--- src/rtl/vga_pkg.sv ---
// Shared constants and types for the VGA frame-buffer arbiter.
// Holds the default frame-buffer geometry, the screen resolution, the issue
// FSM state encoding and the read-tag record that follows a VRAM read until
// its data returns.
package vga_pkg;

    localparam int FB_W_DEF   = 320;
    localparam int FB_H_DEF   = 240;
    localparam int ADDR_W_DEF = 17;
    localparam int DATA_W_DEF = 12;
    localparam int H_RES      = 640;
    localparam int V_RES      = 480;

    typedef enum logic [1:0] {
        ST_IDLE = 2'd0,
        ST_DISP = 2'd1,
        ST_CPU  = 2'd2
    } issue_state_t;

    // What to do with mem_rdata in the cycle it becomes valid.
    typedef struct packed {
        logic pix_load;  // update pix_rgb
        logic pix_zero;  // blanking tick: load 0 instead of VRAM data
        logic cpu_rd;    // return data to the CPU with cpu_rvalid
        logic cpu_zero;  // out-of-range CPU read: return 0
    } rd_tag_t;

endpackage

--- src/rtl/vga_vram_arbiter_if.sv ---
// CPU access port of the VRAM arbiter.
// master: the CPU side (drives request, write flag, address, write data).
// slave : the arbiter side (drives cpu_ready, cpu_rvalid, cpu_rdata).
interface vga_vram_arbiter_if
    import vga_pkg::*;
#(
    parameter int ADDR_W = ADDR_W_DEF,
    parameter int DATA_W = DATA_W_DEF
) ();

    logic              cpu_req;
    logic              cpu_we;
    logic [ADDR_W-1:0] cpu_addr;
    logic [DATA_W-1:0] cpu_wdata;
    logic              cpu_ready;
    logic              cpu_rvalid;
    logic [DATA_W-1:0] cpu_rdata;

    modport master (
        output cpu_req, cpu_we, cpu_addr, cpu_wdata,
        input  cpu_ready, cpu_rvalid, cpu_rdata
    );

    modport slave (
        input  cpu_req, cpu_we, cpu_addr, cpu_wdata,
        output cpu_ready, cpu_rvalid, cpu_rdata
    );

endinterface

--- src/rtl/vga_fb_addr.sv ---
// Combinational frame-buffer address generator.
// Maps a screen position to the word address of the 2x2 pixel block that
// contains it: (y/2)*320 + x/2, built from shifts and adds.
// Ports: x, y (scan column/row, 10 bits) -> addr (ADDR_W-bit word address).
module vga_fb_addr
    import vga_pkg::*;
#(
    parameter int ADDR_W = ADDR_W_DEF
) (
    input  logic [9:0]        x,
    input  logic [9:0]        y,
    output logic [ADDR_W-1:0] addr
);

    logic [ADDR_W-1:0] x_half;
    logic [ADDR_W-1:0] y_half;
    logic              unused_lsb;

    assign x_half     = ADDR_W'(x[9:1]);
    assign y_half     = ADDR_W'(y[9:1]);
    assign unused_lsb = x[0] ^ y[0];

    // 320 = 256 + 64, so the row offset is two shifted copies of y/2.
    assign addr = (y_half << 8) + (y_half << 6) + x_half;

endmodule

--- src/rtl/vga_vram_arbiter.sv ---
// Single-port VRAM arbiter between display refresh and CPU accesses.
// One decision per clk; the winner is issued on registered mem_* outputs the
// next cycle. Display fetches have absolute priority on visible p_ticks.
// Read data is routed by a one-entry read tag: pix_rgb and cpu_rdata/rvalid
// update three clocks after the decision.
// Ports: clk, rst (sync, active-high); p_tick, pixel_x, pixel_y, video_on from
// the sync generator; cpu (CPU port interface, slave side); mem_en, mem_we,
// mem_addr, mem_wdata, mem_rdata to the VRAM; pix_rgb display pixel.
module vga_vram_arbiter
    import vga_pkg::*;
#(
    parameter int FB_W   = FB_W_DEF,
    parameter int FB_H   = FB_H_DEF,
    parameter int ADDR_W = ADDR_W_DEF,
    parameter int DATA_W = DATA_W_DEF
) (
    input  logic                 clk,
    input  logic                 rst,
    input  logic                 p_tick,
    input  logic [9:0]           pixel_x,
    input  logic [9:0]           pixel_y,
    input  logic                 video_on,
    vga_vram_arbiter_if.slave    cpu,
    output logic                 mem_en,
    output logic                 mem_we,
    output logic [ADDR_W-1:0]    mem_addr,
    output logic [DATA_W-1:0]    mem_wdata,
    input  logic [DATA_W-1:0]    mem_rdata,
    output logic [DATA_W-1:0]    pix_rgb
);

    localparam int              FB_WORDS = FB_W * FB_H;
    localparam logic [ADDR_W:0] FB_LIMIT = FB_WORDS[ADDR_W:0];

    logic [ADDR_W-1:0] fb_addr;
    logic              disp_req;
    logic              blank_tick;
    logic              cpu_oob;
    logic              cpu_ready;

    issue_state_t      state_p1;
    issue_state_t      state_d;
    logic              mem_en_d;
    logic              mem_we_d;
    logic [ADDR_W-1:0] mem_addr_d;
    logic [DATA_W-1:0] mem_wdata_d;

    logic              cpu_we_p1;
    logic              oob_p1;
    logic              blank_p1;
    rd_tag_t           tag_d;
    rd_tag_t           tag_p2;

    logic              cpu_rvalid_p3;
    logic [DATA_W-1:0] cpu_rdata_p3;

    vga_fb_addr #(
        .ADDR_W (ADDR_W)
    ) u_fb_addr (
        .x    (pixel_x),
        .y    (pixel_y),
        .addr (fb_addr)
    );

    assign disp_req   = p_tick & video_on;
    assign blank_tick = p_tick & ~video_on;
    assign cpu_oob    = ({1'b0, cpu.cpu_addr} >= FB_LIMIT);
    assign cpu_ready  = cpu.cpu_req & ~disp_req & ~rst;

    assign cpu.cpu_ready  = cpu_ready;
    assign cpu.cpu_rvalid = cpu_rvalid_p3;
    assign cpu.cpu_rdata  = cpu_rdata_p3;

    // Decision (cycle n): pick the winner and form the next mem_* values.
    always_comb begin
        state_d     = ST_IDLE;
        mem_en_d    = 1'b0;
        mem_we_d    = 1'b0;
        mem_addr_d  = '0;
        mem_wdata_d = '0;
        if (disp_req) begin
            state_d    = ST_DISP;
            mem_en_d   = 1'b1;
            mem_addr_d = fb_addr;
        end else if (cpu_ready) begin
            state_d = ST_CPU;
            // Out-of-range accesses are accepted but never reach the VRAM.
            if (!cpu_oob) begin
                mem_en_d    = 1'b1;
                mem_we_d    = cpu.cpu_we;
                mem_addr_d  = cpu.cpu_addr;
                mem_wdata_d = cpu.cpu_we ? cpu.cpu_wdata : '0;
            end
        end
    end

    always_ff @(posedge clk) begin
        if (rst) begin
            state_p1 <= ST_IDLE;
        end else begin
            state_p1 <= state_d;
        end
    end

    // Issue (cycle n+1): build the read tag for the data arriving in n+2.
    always_comb begin
        tag_d          = '0;
        tag_d.pix_load = (state_p1 == ST_DISP) | blank_p1;
        tag_d.pix_zero = blank_p1;
        tag_d.cpu_rd   = (state_p1 == ST_CPU) & ~cpu_we_p1;
        tag_d.cpu_zero = oob_p1;
    end

    always_ff @(posedge clk) begin
        if (rst) begin
            mem_en        <= 1'b0;
            mem_we        <= 1'b0;
            mem_addr      <= '0;
            mem_wdata     <= '0;
            cpu_we_p1     <= 1'b0;
            oob_p1        <= 1'b0;
            blank_p1      <= 1'b0;
            tag_p2        <= '0;
            pix_rgb       <= '0;
            cpu_rvalid_p3 <= 1'b0;
            cpu_rdata_p3  <= '0;
        end else begin
            mem_en    <= mem_en_d;
            mem_we    <= mem_we_d;
            mem_addr  <= mem_addr_d;
            mem_wdata <= mem_wdata_d;
            cpu_we_p1 <= cpu.cpu_we;
            oob_p1    <= cpu_oob;
            blank_p1  <= blank_tick;
            tag_p2    <= tag_d;
            // Return (cycle n+2 -> visible n+3): route VRAM data by tag.
            if (tag_p2.pix_load) begin
                pix_rgb <= tag_p2.pix_zero ? '0 : mem_rdata;
            end
            cpu_rvalid_p3 <= tag_p2.cpu_rd;
            if (tag_p2.cpu_rd) begin
                cpu_rdata_p3 <= tag_p2.cpu_zero ? '0 : mem_rdata;
            end
        end
    end

endmodule
--- src/flat_wrapper.sv ---
// flat-port wrapper written by rule: the top's interface ports become plain ports
module vga_vram_arbiter_flat import vga_pkg::*;
#(
    parameter int FB_W   = FB_W_DEF,
    parameter int FB_H   = FB_H_DEF,
    parameter int ADDR_W = ADDR_W_DEF,
    parameter int DATA_W = DATA_W_DEF
)
  (clk, rst, p_tick, pixel_x, pixel_y, video_on, mem_en, mem_we, mem_addr, mem_wdata, mem_rdata, pix_rgb, cpu_cpu_req, cpu_cpu_we, cpu_cpu_addr, cpu_cpu_wdata, cpu_cpu_ready, cpu_cpu_rvalid, cpu_cpu_rdata);
  vga_vram_arbiter_if #(.ADDR_W(ADDR_W), .DATA_W(DATA_W)) cpu_i ();
  input  logic clk;
  input  logic rst;
  input  logic p_tick;
  input  logic [9:0] pixel_x;
  input  logic [9:0] pixel_y;
  input  logic video_on;
  output logic mem_en;
  output logic mem_we;
  output logic [ADDR_W-1:0] mem_addr;
  output logic [DATA_W-1:0] mem_wdata;
  input  logic [DATA_W-1:0] mem_rdata;
  output logic [DATA_W-1:0] pix_rgb;
  input wire logic [$bits(cpu_i.cpu_req)-1:0] cpu_cpu_req;
  input wire logic [$bits(cpu_i.cpu_we)-1:0] cpu_cpu_we;
  input wire logic [$bits(cpu_i.cpu_addr)-1:0] cpu_cpu_addr;
  input wire logic [$bits(cpu_i.cpu_wdata)-1:0] cpu_cpu_wdata;
  output wire logic [$bits(cpu_i.cpu_ready)-1:0] cpu_cpu_ready;
  output wire logic [$bits(cpu_i.cpu_rvalid)-1:0] cpu_cpu_rvalid;
  output wire logic [$bits(cpu_i.cpu_rdata)-1:0] cpu_cpu_rdata;
  assign cpu_i.cpu_req = cpu_cpu_req;
  assign cpu_i.cpu_we = cpu_cpu_we;
  assign cpu_i.cpu_addr = cpu_cpu_addr;
  assign cpu_i.cpu_wdata = cpu_cpu_wdata;
  assign cpu_cpu_ready = cpu_i.cpu_ready;
  assign cpu_cpu_rvalid = cpu_i.cpu_rvalid;
  assign cpu_cpu_rdata = cpu_i.cpu_rdata;
  vga_vram_arbiter #(.FB_W(FB_W), .FB_H(FB_H), .ADDR_W(ADDR_W), .DATA_W(DATA_W)) u_core (.clk(clk), .rst(rst), .p_tick(p_tick), .pixel_x(pixel_x), .pixel_y(pixel_y), .video_on(video_on), .cpu(cpu_i), .mem_en(mem_en), .mem_we(mem_we), .mem_addr(mem_addr), .mem_wdata(mem_wdata), .mem_rdata(mem_rdata), .pix_rgb(pix_rgb));
endmodule
--- config.mk ---
export PLATFORM = sky130hd
export DESIGN_NAME = vga_vram_arbiter_flat
export DESIGN_NICKNAME = d
export VERILOG_FILES = /design/src/rtl/vga_pkg.sv /design/src/rtl/vga_vram_arbiter_if.sv /design/src/rtl/vga_fb_addr.sv /design/src/rtl/vga_vram_arbiter.sv /design/src/flat_wrapper.sv
export SDC_FILE = /design/constraint.sdc
export NUM_CORES = 1
export LEC_CHECK = 0
export CAP_MARGIN = 10
export CORE_AREA = 5 5 89 82
export CTS_BUF_LIST = sky130_fd_sc_hd__clkbuf_4 sky130_fd_sc_hd__clkbuf_8
export DETAILED_ROUTE_END_ITERATION = 10
export DIE_AREA = 0 0 94 87
export MAX_ROUTING_LAYER = met4
export PLACE_DENSITY = 0.87
export SLEW_MARGIN = 20
export SYNTH_ARGS = -nofsm -noshare
export SYNTH_HDL_FRONTEND = slang
export SYNTH_HIERARCHICAL = 1
export SYNTH_SLANG_ARGS = --single-unit
--- constraint.sdc ---
create_clock -name clk -period 7.7 [get_ports clk]
set_clock_uncertainty 0.05 [all_clocks]
set_input_delay 1.155 -clock clk [delete_from_list [all_inputs] [get_ports clk]]
set_output_delay 1.155 -clock clk [all_outputs]
set_load 0.005 [all_outputs]
==> impl_metrics.csv <==
group,metric,value,unit
sta,final_hold_viol_count,0,
min_path,hold_depth,1,
die,rows,28,
global_routing,grt_pass1_vias,2434,
sta,period_needed,3820,ps
global_routing,grtUsageTotal,0.185,
sta,setup_violations,0,
synth,async_flop_share,0,
clock_tree,cts_max_level,3,
critical_path,cp_slowest_stage_delay,560,ps
critical_path,cp_slowest_cell,"clkdlybuf4s50_1",
clock_tree,cts_setup_buffers,0,
place,dp_hpwl,5.45,mm
clock_tree,post_cts_resized,0,
critical_path,r2r_cells,3,
synth,ys_ff_latch,65,
place,portBuffers,121,
synth,ys.warnings.count,6,
routing,drt-total-wl,7.24,mm
sta,rsz0062_at_grt,"no",
critical_path,r2r-start,"u_core/tag_p2[1]",
critical_path,crit_arrival,2620,ps
place,place.gp.congestion,0.781,
die,io_pins,124,
synth,synth_cell_types,38,
clock_tree,cts_tree,"built",
die,die_h,87,um
routing,drt_pass1_iterations,4,
sta,worst_pin_slew,770,ps
sta,tns,0,ps
global_routing,overflow,0,
synth,ys_seq_area_frac,0.466,
min_path,worstHoldStart,"u_core/cpu_we_p1",
routing,first_iter_violations,51,
min_path,holdPathEnd,"u_core/tag_p2[1]",
place,dp_worst_setup_slack,3760,ps
sta,slew_headroom,0.485,
die,dieArea,8180,um2
synth,synth_area,2790,um2
sta,fin_ws,3880,ps
synth,yosys_most_used_dff,"dfxtp_1",
critical_path,crit_chain,"clkdlybuf4s50_1 -> buf_4 -> a211oi_4 -> clkdlybuf4s50_1",
clock_tree,cts_made_buffers,9,
critical_path,critPathMostFrequentCell,"clkdlybuf4s50_1",
global_routing,grt_max_degree,36,
flow_run,max-cap-violations,0,
sta,maxSlewViolCount,0,
cells_and_area,nNetsFinal,469,
routing,via_count,2400,
sta,fin_crit_sh,0.497,
cells_and_area,drive_above_1_share,0.0696,
synth,synth_area_per_cell,10.2,um2
clock_tree,cts_root_buffer,"clkbuf_8",
die,core-area,6380,um2
critical_path,r2r_slack,5950,ps
die,start_util,0.438,
routing,drcViolationCount,0,
die,die_w,94,um
routing,viasPerCell,5.02,
pwr,p_per_area,187,nW/um2
critical_path,cp-end-kind,"primary output",
synth,synth_edf_count,0,
cells_and_area,diodes,0,
critical_path,critPathKind,"input port to primary output",
synth,netlist_instances,273,
critical_path,crit_family,"buffers and inverters",
critical_path,start_kind,"input port",
critical_path,worstPathMaxFanout,35,
outcome,outcome,"finished clean",
clock_tree,path_clk_slew,70,ps
min_path,min_path_type,"flop to flop",
global_routing,grt_first_pass_wirelength,11.5,mm
routing,final_antenna_net_count,0,
critical_path,crit_required,6490,ps
synth,syn_nets,359,
critical_path,critPathBufInv,3,
cells_and_area,syn2layout_area_growth,51.1,%
pwr,ir_worst_vdd,0.109,mV
pwr,p_leak,0.00165,uW
global_routing,antenna_found_initial,0,
routing,avgRoutedWirePerCell,15.2,um
critical_path,reg2reg_to,"u_core/cpu.cpu_rdata[11]",
clock_tree,clock_latency,330,ps
sta,max_freq,262,MHz
clock_tree,hold_buffers,0,
clock_tree,clock_path_buffers,2,
clock_tree,clkSinkCount,65,
==> power by group <==
part,internal (uW),switching (uW),total (uW)
Combinational,83.6,59.1,143
Sequential,349,6.13,355
Clock,152,136,288
==> per-stage QoR <==
stage	cells	hold slack (ps)	util	power (uW)	instance area, um2
after floorplan	273	318	-	434	2790
after CTS	478	334	0.660	796	4210
after global placement	462	324	0.628	501	4010
after detailed placement	462	328	0.628	505	4010
after global routing	478	357	0.661	829	4220
final	478	330	0.661	786	4220
==> placed cells by master (no fill, tap or decap), types with 4 or more instances in the layout <==
cell type	instances
clkdlybuf4s50_1	121
dfxtp_1	65
a21oi_1	26
nor2_1	19
a32o_1	17
ha_1	17
nor2b_1	16
nand2b_1	13
nand3b_1	13
inv_1	12
and4_1	12
clkbuf_8	9
xnor2_1	7
clkinv_4	4
nand3_1	4
==> layout make-up <==
class / instances / area (um2)
sequential: 65 / 1300
inverter: 12 / 45.0
multi-input combinational: 172 / 1330
tap: 90 / 113
clock buffer: 9 / 124
clock inverter: 7 / 78.8
timing repair buffer: 123 / 1230
fill: 515 / 2160
==> per-layer routing <==
layer | GRT usage | vias to the layer above | share of wire
li1 | - | 1190 | -
met1 | 0.201 | 1115 | 0.42
met2 | 0.321 | 88 | 0.50
met3 | 0.0631 | 7 | 0.068
met4 | 0.0551 | 0 | 0.0081
met5 | - | - | 0
==> sequential cells by signal, indices dropped and copies added, names as in the netlist, 2 cells and up <==
signal,count
u_core/mem_wdata,12
u_core/tag_p2,4
u_core/mem_addr,17
u_core/cpu.cpu_rdata,12
u_core/pix_rgb,12
u_core/state_p1,2
==> how the worst max path moves through the flow <==
stage / endpoint / cells past startpoint / startpoint / slack, ps
after floorplan: u_core/mem_addr[16] / 10 / pixel_y[1] / 4460
after global placement: u_core/mem_addr[16] / 11 / pixel_y[3] / 3810
after detailed placement: u_core/mem_addr[16] / 11 / pixel_y[3] / 3760
after CTS: cpu_cpu_ready / 4 / rst / 3870
after global routing: cpu_cpu_ready / 4 / rst / 3810
final: cpu_cpu_ready / 4 / rst / 3880
==> cell families (layout without fill, tap and decap cells) <==
group / after synthesis / after routing / synth area share
XOR/XNOR: 8 / 8 / 0.0251
adder cells (fa/ha/maj): 19 / 19 / 0.0906
AND/OR/NAND/NOR: 87 / 87 / 0.195
AO/OA/AOI/OAI: 58 / 58 / 0.160
buffers and inverters: 36 / 151 / 0.0632
flip-flops: 65 / 65 / 0.466
==> synthesized netlist by cell type (2+ instances only) <==
library cell	instances	area, um2
and3_1	2	12.5
dfxtp_1	65	1300
ha_1	17	213
nand3b_1	13	97.6
a21oi_1	26	130
buf_2	6	30.0
a32o_1	17	170
nor2_1	19	71.3
nand2b_1	13	81.3
clkbuf_1	10	37.5
a21oi_2	2	17.5
nand3_1	4	20.0
inv_1	12	45.0
fa_1	2	40.0
xnor2_1	7	61.3
nor2b_1	16	100
and4_1	12	105
nand2_1	2	7.51
buf_4	7	52.6
a21o_2	2	17.5
a21o_1	2	15.0
Note: power is estimated with default switching activity, not from simulation.
